File: src/rtl/ewb_drain_pkg.sv
// Shared types and constants for the eviction write buffer drain engine.
package ewb_drain_pkg;

  typedef enum logic [1:0] {
    DRAIN_IDLE  = 2'd0,
    DRAIN_WRITE = 2'd1,
    DRAIN_DONE  = 2'd2
  } drain_state_e;

  localparam int LINE_OFFSET_BITS = 5;
  localparam int BEATS            = 4;
  localparam int BEAT_IDX_W       = $clog2(BEATS);

endpackage

File: src/rtl/ewb_drain.sv
// Pulls one dirty line per transaction off the eviction buffer and writes it as a 4-beat burst.
// Yumi is combinational in IDLE; first write beat 1 cycle later; pending reads hold off burst start only.
module ewb_drain
  import ewb_drain_pkg::*;
#(
  parameter int WIDTH  = 256,
  parameter int ADDR_W = 32,
  parameter int BEAT_W = 64
) (
  input  logic              clk,
  input  logic              rst,
  input  logic              ewb_valid_i,
  input  logic [ADDR_W-1:0] ewb_addr_i,
  input  logic [WIDTH-1:0]  ewb_data_i,
  output logic              ewb_yumi_o,
  input  logic              rd_req_i,
  output logic              busy_o,
  input  logic [ADDR_W-1:0] snoop_addr_i,
  output logic              snoop_hit_o,
  output logic [WIDTH-1:0]  snoop_data_o,
  output logic              pmem_write_o,
  output logic [ADDR_W-1:0] pmem_address_o,
  output logic [BEAT_W-1:0] pmem_wdata_o,
  input  logic              pmem_resp_i
);

  localparam logic [ADDR_W-1:0] LINE_MASK = ~ADDR_W'((1 << LINE_OFFSET_BITS) - 1);
  localparam logic [BEAT_IDX_W-1:0] LAST_BEAT = BEAT_IDX_W'(BEATS - 1);

  drain_state_e          state_q, state_d;
  logic [BEAT_IDX_W-1:0] beat_q, beat_d;
  logic [ADDR_W-1:0]     addr_q, addr_d;
  logic [WIDTH-1:0]      line_q, line_d;
  logic                  take;
  logic                  beat_done;

  // State register
  always_ff @(posedge clk or posedge rst) begin
    if (rst) begin
      state_q <= DRAIN_IDLE;
      beat_q  <= '0;
      addr_q  <= '0;
      line_q  <= '0;
    end else begin
      state_q <= state_d;
      beat_q  <= beat_d;
      addr_q  <= addr_d;
      line_q  <= line_d;
    end
  end

  // Next-state and datapath
  always_comb begin
    state_d = state_q;
    beat_d  = beat_q;
    addr_d  = addr_q;
    line_d  = line_q;
    unique case (state_q)
      DRAIN_IDLE: begin
        if (take) begin
          state_d = DRAIN_WRITE;
          addr_d  = ewb_addr_i & LINE_MASK;
          line_d  = ewb_data_i;
          beat_d  = '0;
        end
      end
      DRAIN_WRITE: begin
        if (pmem_resp_i) begin
          beat_d = beat_q + 1'b1;
          if (beat_q == LAST_BEAT) begin
            state_d = DRAIN_DONE;
          end
        end
      end
      DRAIN_DONE: begin
        state_d = DRAIN_IDLE;
      end
      default: begin
        state_d = DRAIN_IDLE;
      end
    endcase
  end

  // Outputs; take is gated by rst so no line is consumed while the block is held in reset
  always_comb begin
    take           = (state_q == DRAIN_IDLE) & ewb_valid_i & ~rd_req_i & ~rst;
    beat_done      = (state_q == DRAIN_WRITE) & pmem_resp_i;
    ewb_yumi_o     = take;
    busy_o         = (state_q != DRAIN_IDLE);
    pmem_write_o   = (state_q == DRAIN_WRITE);
    pmem_address_o = addr_q;
    pmem_wdata_o   = line_q[beat_q*BEAT_W +: BEAT_W];
    snoop_data_o   = line_q;
    // addr_q already has its offset bits cleared, so masking the snoop makes this a line compare
    snoop_hit_o    = (state_q == DRAIN_WRITE) & ((snoop_addr_i & LINE_MASK) == addr_q);
  end

`ifndef SYNTHESIS
  always @(posedge clk) begin
    if (!rst && beat_done && beat_q == LAST_BEAT) begin
      assert (state_d == DRAIN_DONE);
    end
  end
`endif

endmodule

File: config.mk
export PLATFORM = sky130hd
export DESIGN_NAME = ewb_drain
export DESIGN_NICKNAME = d
export VERILOG_FILES = /design/src/rtl/ewb_drain_pkg.sv /design/src/rtl/ewb_drain.sv
export SDC_FILE = /design/constraint.sdc
export NUM_CORES = 1
export LEC_CHECK = 0
export ABC_AREA = 0
export CORE_AREA = 2 2 265 267
export CTS_BUF_LIST = sky130_fd_sc_hd__clkbuf_16
export CTS_CLUSTER_SIZE = 40
export DETAILED_ROUTE_END_ITERATION = 10
export DIE_AREA = 0 0 267 269
export HOLD_SLACK_MARGIN = 0.08
export RECOVER_POWER = 100
export SYNTH_ARGS = -nofsm -noshare
export SYNTH_HDL_FRONTEND = slang
export SYNTH_SLANG_ARGS = --single-unit
File: constraint.sdc
create_clock -name clk -period 22.6 [get_ports clk]
set_input_delay 3.39 -clock clk [delete_from_list [all_inputs] [get_ports clk]]
set_output_delay 3.39 -clock clk [all_outputs]
set_load 0.01 [all_outputs]
==> results.toml, run 1 <==
[status]
outcome = "complete, but fails checks"
violations = "capacitance limit, slew limit"

[timing]
fin_crit_sh = 0.574
slew_headroom = -1.91
skew_ns = 0.0197
slew_viol_final = 792
hold_viol_final = 0
fmax_mhz = 77.0
worst_pin_slew_ns = 4.34
period_needed_ns = 12.98
setup_tns_ns = 0
grt_setup_unrepaired = "no"
setup_violations = 0

[yosys]
syn_area_um2 = 12800
netlist_instances = 1336
synth_top_area_cell = "dfrtp_1"
synth-seq-cells = 287
yosysUniqueCellTypes = 21
synth_area_leaders = "dfrtp_1 56%, nand2_1 25%, mux4_2 11%"
yosysSeqAreaShare = 0.562
ys_warn_count = 0
syn_area_per_cell_um2 = 9.56
synth_top_area_frac = 0.562

[critical_path]
critPathCaptureType = "flip-flop"
path_max_fanout = 121
cp.arrival_ns = 13.43
cp.required_ns = 23.05
startpoint_type = "input pin"
path_class = "input pin to flip-flop"
crit_chain = "dlygate4sd3_1 -> nor4_1 -> nand2_4 -> clkinvlp_2 -> clkbuf_1 -> clkbuf_1 -> nand2_1 -> nand2_1"
slowest_delay_ns = 3.13
timing.critical_path.buf_inv = 4
critPathTopFamily = "buffers and inverters"
cp_slowest_cell = "clkbuf_1"

[power]
p_sw_frac = 0.379
p_clk_frac = 0.177
vdd_ir_drop_max_mv = 0.0881
pwr-share-comb = 0.476
p_per_area_nw_per_um2 = 142
intPower_mw = 1.86
power.leakage_nw = 10.1
seq_power_share = 0.347
switching_power_mw = 1.14

[job]
max_cap_viol_count = 11

[routing]
drtAntennaViolNets = 0
wl_per_cell_um = 17.6
viasPerCell = 4.02
first_pass_iters = 4
finalWirelength_um = 51700
drc = 0
dr_total_vias = 11800
drtIter0Drc = 623

[placed_design]
gp_congestion = 0.840
place_inst = 2875
hpwl_um = 37600
portBuffers = 665

[floorplanning]
die_h_um = 269
num_rows = 97
start_util = 0.184
pin_count = 681
fp.dieArea_um2 = 71800
coreArea_um2 = 69300
die_x_um = 267

[global_routing]
grt_pass1_vias = 12000
grt_pass1_wl_um = 74700
grtUsageTotal = 0.137
antenna_found_initial = 3
grt.overflow.total = 0
grt_max_degree = 122

[clock_tree]
cts_root_buf = "clkbuf_16"
cts-hold-fix-buffers = 0
cts_made_buffers = 35
clk_path_buf_depth = 3
cts.repair.resized = 0
cts_sinks = 287
clk_pin_slew_worst_paths_ns = 0.06
cts_max_level = 2
clk_latency_ns = 0.53
post_cts_buffers = 0
cts_tree = "done"

[layout]
drive_above_1_share = 0.0576
n_fill_cell = 7137
nets = 2298
stdcell_count = 2936
syn_to_final_growth_pct = 65.7

[worst_hold_path]
hp-class = "flip-flop to flip-flop"
logic make-up (layout without fill, tap and decap cells):
| logic type | Yosys count | after routing | synth area share |
|---|---|---|---|
| AOI/OAI and AO/OA | 1 | 1 | 0.000392 |
| muxes | 64 | 64 | 0.113 |
| DFF | 287 | 287 | 0.562 |
| xor gates and xnor gates | 27 | 27 | 0.0185 |
| other | 1 | 6 | 0.000294 |
| and+or+nand+nor | 871 | 871 | 0.259 |
| buffers and inverters | 84 | 739 | 0.0459 |
| adders and majority gates | 1 | 1 | 0.000980 |
final cells by class:
cell class / instances / area [um^2] / share of cell area
Clock buffer: 37 / 926 / 0.0437
Multi-Input combinational cell: 969 / 5020 / 0.237
Timing Repair Buffer: 676 / 6710 / 0.317
Antenna cell: 1 / 2.50 / 0.000118
Tap cell: 940 / 1180 / 0.0556
Inverter: 3 / 13.8 / 0.000650
Sequential cell: 287 / 7190 / 0.340
Clock inverter: 23 / 128 / 0.00603
sequential cells by signal (all words and copies together), names as in the netlist:
| signal | count |
|---|---|
| beat_q | 2 |
| pmem_address_o | 27 |
| snoop_data_o | 256 |
| state_q | 2 |
path summary, 6_finish.rpt:
check | depth (start not counted) | endpoint | from | slack, ns
max | 8 | pmem_address_o[25] | rd_req_i | 9.62
min | 2 | snoop_data_o[213] | snoop_data_o[213] | 0.49
max reg2reg | 7 | pmem_address_o[25] | state_q[1] | 12.69
min reg2reg | 2 | snoop_data_o[213] | snoop_data_o[213] | 0.49
min in group asynchronous | 2 | state_q[0] | rst | 4.41
max in group asynchronous | 4 | snoop_data_o[190] | rst | 10.57
cell usage after synthesis:
| cell type | count |
|---|---|
| clkbuf_1 | 7 |
| buf_2 | 36 |
| nand2b_1 | 1 |
| xor2_1 | 15 |
| inv_1 | 2 |
| dfrtp_1 | 287 |
| nand4_1 | 4 |
| nand3_1 | 3 |
| buf_1 | 1 |
| or2_2 | 1 |
| conb_1 | 1 |
| buf_6 | 23 |
| ha_1 | 1 |
| nor2_1 | 1 |
| mux4_2 | 64 |
| inv_2 | 1 |
| xnor2_1 | 12 |
| nor4_1 | 6 |
| buf_4 | 14 |
| o21ai_0 | 1 |
| nand2_1 | 855 |
power by group through the flow:
stage	Clock (mW)	Sequential [mW]	Combinational [mW]
floorplan	0	1.07	0.543
global placement	0	1.04	1.55
detailed placement	0	1.06	1.56
CTS	0.555	1.06	1.57
global route	0.573	1.08	1.54
finish	0.531	1.04	1.43
worst register-to-register path: cells and delay by family, from the launching register on:
family / cells / cell delay, ns
buf+inv: 3 / 8.07
simple gates: 4 / 1.36
flops: 1 / 0.39
placed cells by master (no fill, tap or decap):
cell             count
nand2b_1             1
clkbuf_16           37
nand3_1              3
ha_1                 1
conb_1               5
dfrtp_4              1
inv_8                1
dlygate4sd3_1      352
nor4_1               6
buf_4                3
inv_1               11
bufinv_16            1
diode_2              1
nand4_1              4
clkinv_2             3
xor2_1              15
dfrtp_1            286
clkbuf_1             8
clkinv_1             7
clkinvlp_4           1
mux4_2              64
o21ai_0              1
clkdlybuf4s50_1    313
xnor2_1             12
nand2_1            854
nand2_4              1
nor2_1               1
or2_2                1
clkinvlp_2           2
metrics by stage:
| stage | total power [mW] | hold slack (ns) | setup WS [ns] | utilization | area, um^2 |
|---|---|---|---|---|---|
| 2_1_floorplan | 1.61 | 0.524 | 11.29 | - | 12800 |
| 3_3_place_gp | 2.60 | 0.479 | 13.50 | 0.291 | 20200 |
| 3_5_place_dp | 2.62 | 0.484 | 13.49 | 0.291 | 20200 |
| 4_1_cts | 3.18 | 0.499 | 13.49 | 0.306 | 21200 |
| 5_1_grt | 3.19 | 0.509 | 8.64 | 0.305 | 21200 |
| 6_report | 3.00 | 0.494 | 9.62 | 0.305 | 21200 |
layer usage:
metal	global-route usage	share of wire	vias up
met5	0	0.00052	-
met4	0.0758	0.054	4
met3	0.0463	0.085	116
met2	0.224	0.47	526
met1	0.159	0.39	5667
li1	-	-	5477
Note: power is estimated with default switching activity, not from simulation.
==> run 2: changes to the inputs <==
==> constraint.sdc (replaced) <==
create_clock -name clk -period 11.4 [get_ports clk]
set_input_delay 1.71 -clock clk [delete_from_list [all_inputs] [get_ports clk]]
set_output_delay 1.71 -clock clk [all_outputs]
set_load 0.01 [all_outputs]
==> run 2 against run 1 <==
  * The run still ends with capacitance limit, slew limit left
  * Flip-flop and latch count did not move
  * Die area is the same
  * First-iteration DRC count grew 2.2%
  * Global-route usage shrank 0.054 points
  * Combinational power grew 96%
  * Clock-buffer cell count decreased by 1
  * Worst hold slack worse by 0.0083 ns
  * Sequential share of layout area about the same
  * Largest cell class unchanged
  * Largest power group unchanged
==> results.toml, run 2 (synthesized netlist as in run 1, its figures left out) <==
[status]
outcome = "complete, but fails checks"
violations = "capacitance limit, slew limit"

[critical_path]
r2r_cells = 7
cp.arrival_ns = 8.14
critPathCaptureType = "flip-flop"
path_class = "input pin to flip-flop"
startpoint_type = "input pin"
path_max_fanout = 91
cp.required_ns = 11.87

[clock_tree]
clk_pin_slew_worst_paths_ns = 0.06
clk_path_buf_depth = 3
cts_sinks = 287
cts_max_level = 2
cts_made_buffers = 36
clk_latency_ns = 0.54
cts_tree = "done"
cts_root_buf = "clkbuf_16"
post_cts_buffers = 0
cts-hold-fix-buffers = 0
cts.repair.resized = 0

[layout]
stdcell_area_um2 = 21200
nets = 2300
drive_above_1_share = 0.0590
largest_reg_flops = 256
final_common_cell = "nand2_1"
syn_to_final_growth_pct = 66.0
mostFrequentLayoutCells = "854 x nand2_1, 350 x dlygate4sd3_1, 315 x clkdlybuf4s50_1"
fin_util = 0.306

[power]
power.leakage_nw = 10.1
vdd_ir_drop_max_mv = 0.170
report.power.total_mw = 5.90
p_per_area_nw_per_um2 = 278

[global_routing]
grt_pass1_vias = 12000
grt_max_degree = 98
grt_pass1_wl_um = 75100
grtUsageTotal = 0.137
antenna_found_initial = 5
grt.overflow.total = 0

[floorplanning]
num_rows = 97
start_util = 0.184
coreArea_um2 = 69300
die_h_um = 269
pin_count = 681
die_x_um = 267
fp.dieArea_um2 = 71800

[timing]
slew_viol_final = 443
holdWs_ns = 0.485
period_needed_ns = 7.67
grt_setup_unrepaired = "no"
skew_ns = 0.0228
fin_crit_sh = 0.673
worst_pin_slew_ns = 4.62
slew_headroom = -2.09
hold_viol_final = 0
fmax_mhz = 130
setup_violations = 0
setup_tns_ns = 0

[routing]
drtIter0Drc = 637
finalWirelength_um = 51600
viasPerCell = 4.01
dr_total_vias = 11800
first_pass_iters = 7
drc = 0
wl_per_cell_um = 17.5
drtAntennaViolNets = 0

[placed_design]
placed_area_um2 = 20200
gp_congestion = 0.845
portBuffers = 665
hpwl_um = 37600

[worst_hold_path]
hp-class = "flip-flop to flip-flop"
hold_depth = 2

[job]
max_cap_viol_count = 7
## run 2: changes by cell type in the layout (fill, tap and decap cells not counted)
cell | before | now
clkinv_1 | 7 | 10
buf_4 | 3 | 8
clkbuf_1 | 8 | 4
clkinv_4 | 0 | 1
clkbuf_16 | 37 | 36
inv_1 | 11 | 15
clkinvlp_4 | 1 | 0
inv_6 | 0 | 1
clkinv_8 | 0 | 1
dlygate4sd3_1 | 352 | 350
clkinv_2 | 3 | 1
clkdlybuf4s50_1 | 313 | 315
inv_8 | 1 | 0
## run 2: critical path, cell delays in order
cell,delay (ns)
clkdlybuf4s50_1,0.56
nor4_1,0.11
nand2_4,0.08
clkbuf_1,2.37
clkbuf_1,1.90
buf_4,0.98
nand2_1,0.13
nand2_1,0.11
## run 2: per-layer routing
| metal | share of wire | GRT usage | routed length (um) | up-vias |
|---|---|---|---|---|
| li1 | - | - | - | 5479 |
| met1 | 0.38 | 0.155 | 19600 | 5708 |
| met2 | 0.50 | 0.239 | 25800 | 517 |
| met3 | 0.092 | 0.0498 | 4760 | 85 |
| met4 | 0.027 | 0.0445 | 1410 | 8 |
| met5 | 0.00087 | 0 | 45 | - |
## run 2: report_power, final
group | internal, mW | switching [mW]
logic | 1.54 | 1.26
clock network | 0.595 | 0.448
registers | 1.53 | 0.531
total | 3.66 | 2.24
## run 2: layout make-up
cell class	count	area (um^2)
fillers	7112	48100
flip-flops and latches	287	7190
repair buffers	677	6730
multi-input cells	969	5020
well taps	940	1180
clock buffers	36	901
clock inverters	29	159
inverters	3	13.8
diodes	1	2.50
## run 2: stage by stage
step                      worst slack [ns]  std cells
after floorplan                       1.77       1340
after global placement                5.71       2876
after detailed placement              5.74       2876
after CTS                             5.74       2941
after global routing                  2.87       2942
final                                 3.73       2942
## run 2: final timing paths
| path | end | slack, ns | start |
|---|---|---|---|
| max in group asynchronous | snoop_data_o[20] | 3.98 | rst |
| setup / recovery | snoop_data_o[67] | 3.73 | rd_req_i |
| min in group asynchronous | state_q[1] | 3.02 | rst |
| hold reg to reg | snoop_data_o[124] | 0.49 | snoop_data_o[124] |
| hold / removal | snoop_data_o[124] | 0.49 | snoop_data_o[124] |
| setup reg to reg | snoop_data_o[67] | 5.13 | state_q[0] |
==> run 3: changes to the inputs <==
==> constraint.sdc (replaced) <==
create_clock -name clk -period 7.71 [get_ports clk]
set_input_delay 1.1565 -clock clk [delete_from_list [all_inputs] [get_ports clk]]
set_output_delay 1.1565 -clock clk [all_outputs]
set_load 0.01 [all_outputs]
==> run 3 against run 2 <==
  * The flow still finishes with violations (capacitance limit, slew limit)
  * Final area up 0.22%
  * Wire length down 1.3%
  * First-iteration DRC count up 2.0%
  * Clock skew up 0.0050 ns
  * Utilization up 0.069 points
  * Flip-flop and latch count unchanged
==> results.toml, run 3 (synthesized netlist as in run 1, its figures left out) <==
[clock_tree]
cts_max_level = 2
clk_path_buf_depth = 3
clk_pin_slew_worst_paths_ns = 0.06
cts_root_buf = "clkbuf_16"
cts.repair.resized = 0
post_cts_buffers = 0
cts_tree = "done"
cts_made_buffers = 35
cts_sinks = 287
clk_latency_ns = 0.54
cts-hold-fix-buffers = 0

[power]
vdd_ir_drop_max_mv = 0.243
power.leakage_nw = 10.1
p_per_area_nw_per_um2 = 414

[worst_hold_path]
min_from = "snoop_data_o[238]"
min_to = "snoop_data_o[238]"
hold_depth = 2
hp-class = "flip-flop to flip-flop"

[layout]
drive_above_1_share = 0.0621
nets = 2297
register_area_um2 = 7190
mostFrequentLayoutCells = "854 x nand2_1, 351 x dlygate4sd3_1, 314 x clkdlybuf4s50_1"
largest_reg_flops = 256
syn_to_final_growth_pct = 66.3
final_common_cell = "nand2_1"
n_fill_cell = 7177
multiInputGateArea_um2 = 5020

[timing]
grt_setup_unrepaired = "no"
slew_viol_final = 349
fmax_mhz = 172
hold_viol_final = 0
period_needed_ns = 5.82
skew_ns = 0.0279
setup_violations = 0
slew_headroom = -1.49
worst_pin_slew_ns = 3.74
holdWs_ns = 0.492
fin_crit_sh = 0.755
setup_tns_ns = 0

[critical_path]
rrSetupSlack_ns = 2.59
cp.arrival_ns = 6.29
r2r_start = "state_q[1]"
worstReg2RegEnd = "snoop_data_o[126]"
startpoint_type = "input pin"
slowest_delay_ns = 1.93
cp.required_ns = 8.18
path_class = "input pin to flip-flop"
path_max_fanout = 109
critPathTopFamily = "buffers and inverters"
crit_chain = "dlygate4sd3_1 -> nor4_1 -> nand2_4 -> inv_8 -> clkbuf_1 -> buf_4 -> nand2_1 -> nand2_1"
critPathCaptureType = "flip-flop"
cp_slowest_cell = "clkbuf_1"
cp_common_cell = "nand2_1"
r2r_cells = 7
timing.critical_path.buf_inv = 4

[routing]
drtAntennaViolNets = 0
wl_met2_um = 25600
drc = 0
wl_per_cell_um = 17.3
drtIter0Drc = 650
wl_met1_um = 19200
wl_met3_um = 4480
viasPerCell = 4.04
first_pass_iters = 5
topRoutingLayerUsed = "met5"
dr_total_vias = 11900
finalWirelength_um = 50900

[status]
violations = "capacitance limit, slew limit"
outcome = "complete, but fails checks"

[placed_design]
gp_congestion = 0.855
portBuffers = 665
hpwl_um = 37100

[floorplanning]
start_util = 0.184
fp.dieArea_um2 = 71800
pin_count = 681
coreArea_um2 = 69300
die_x_um = 267
num_rows = 97
die_h_um = 269

[global_routing]
grt_pass1_wl_um = 73800
grt.overflow.total = 0
antenna_found_initial = 4
grtUsageTotal = 0.135
grt_max_degree = 146
grt_pass1_vias = 11900

[job]
max_cap_viol_count = 5
run 3: cell count changes in the layout (fill, tap and decap cells not counted), sizes merged:
cell,before,now
inv,16,5
clkinv,13,20
buf,8,6
bufinv,1,3
clkbuf,40,39
clkdlybuf4s50,315,314
clkinvlp,2,3
dlygate4sd3,350,351
run 3: worst max-delay path by stage:
stage                     startpoint                 to  slack (ns)  depth (start not counted)
floorplan                        rst          beat_q[0]        2.75                          1
global placement    snoop_addr_i[27]        snoop_hit_o        2.55                          6
detailed placement               rst         ewb_yumi_o        2.60                          5
CTS                              rst         ewb_yumi_o        2.60                          5
global route                     rst  snoop_data_o[126]        1.34                          8
finish                           rst  snoop_data_o[126]        1.89                          8
run 3: report_power, final:
part | switching (mW) | internal (mW)
Sequential | 0.793 | 2.26
Combinational | 1.86 | 2.27
Clock | 0.679 | 0.930
Total | 3.33 | 5.46
run 3: layer usage:
layer,global-route usage,vias up
met5,0,-
met4,0.0516,6
met2,0.235,509
li1,-,5475
met1,0.154,5783
met3,0.0441,87
run 3: cell type report:
type / instances / area share
clock buffer: 35 / 0.0412
timing repair buffer: 675 / 0.317
antenna: 1 / 0.000118
tap: 940 / 0.0554
multi-input combinational: 969 / 0.237
inverter: 3 / 0.00106
sequential: 287 / 0.338
clock inverter: 28 / 0.0105
run 3: worst reg2reg max path: stages, from the launching register on:
cell,delay (ns)
dfrtp_1,0.40
nor4_1,0.47
nand2_4,0.49
inv_8,0.66
clkbuf_1,1.94
buf_4,0.77
nand2_1,0.21
nand2_1,0.09
run 3: stage by stage:
| step | cells | utilization | area [um^2] | power [mW] | setup slack (ns) |
|---|---|---|---|---|---|
| after CTS | 2937 | 0.307 | 21300 | 9.38 | 2.60 |
| final | 2938 | 0.307 | 21200 | 8.79 | 1.89 |
| after detailed placement | 2874 | 0.291 | 20200 | 7.69 | 2.60 |
| after global routing | 2938 | 0.307 | 21200 | 9.37 | 1.34 |
| after global placement | 2874 | 0.291 | 20200 | 7.62 | 2.55 |
| after floorplan | 1340 | - | 12800 | 4.72 | 2.75 |
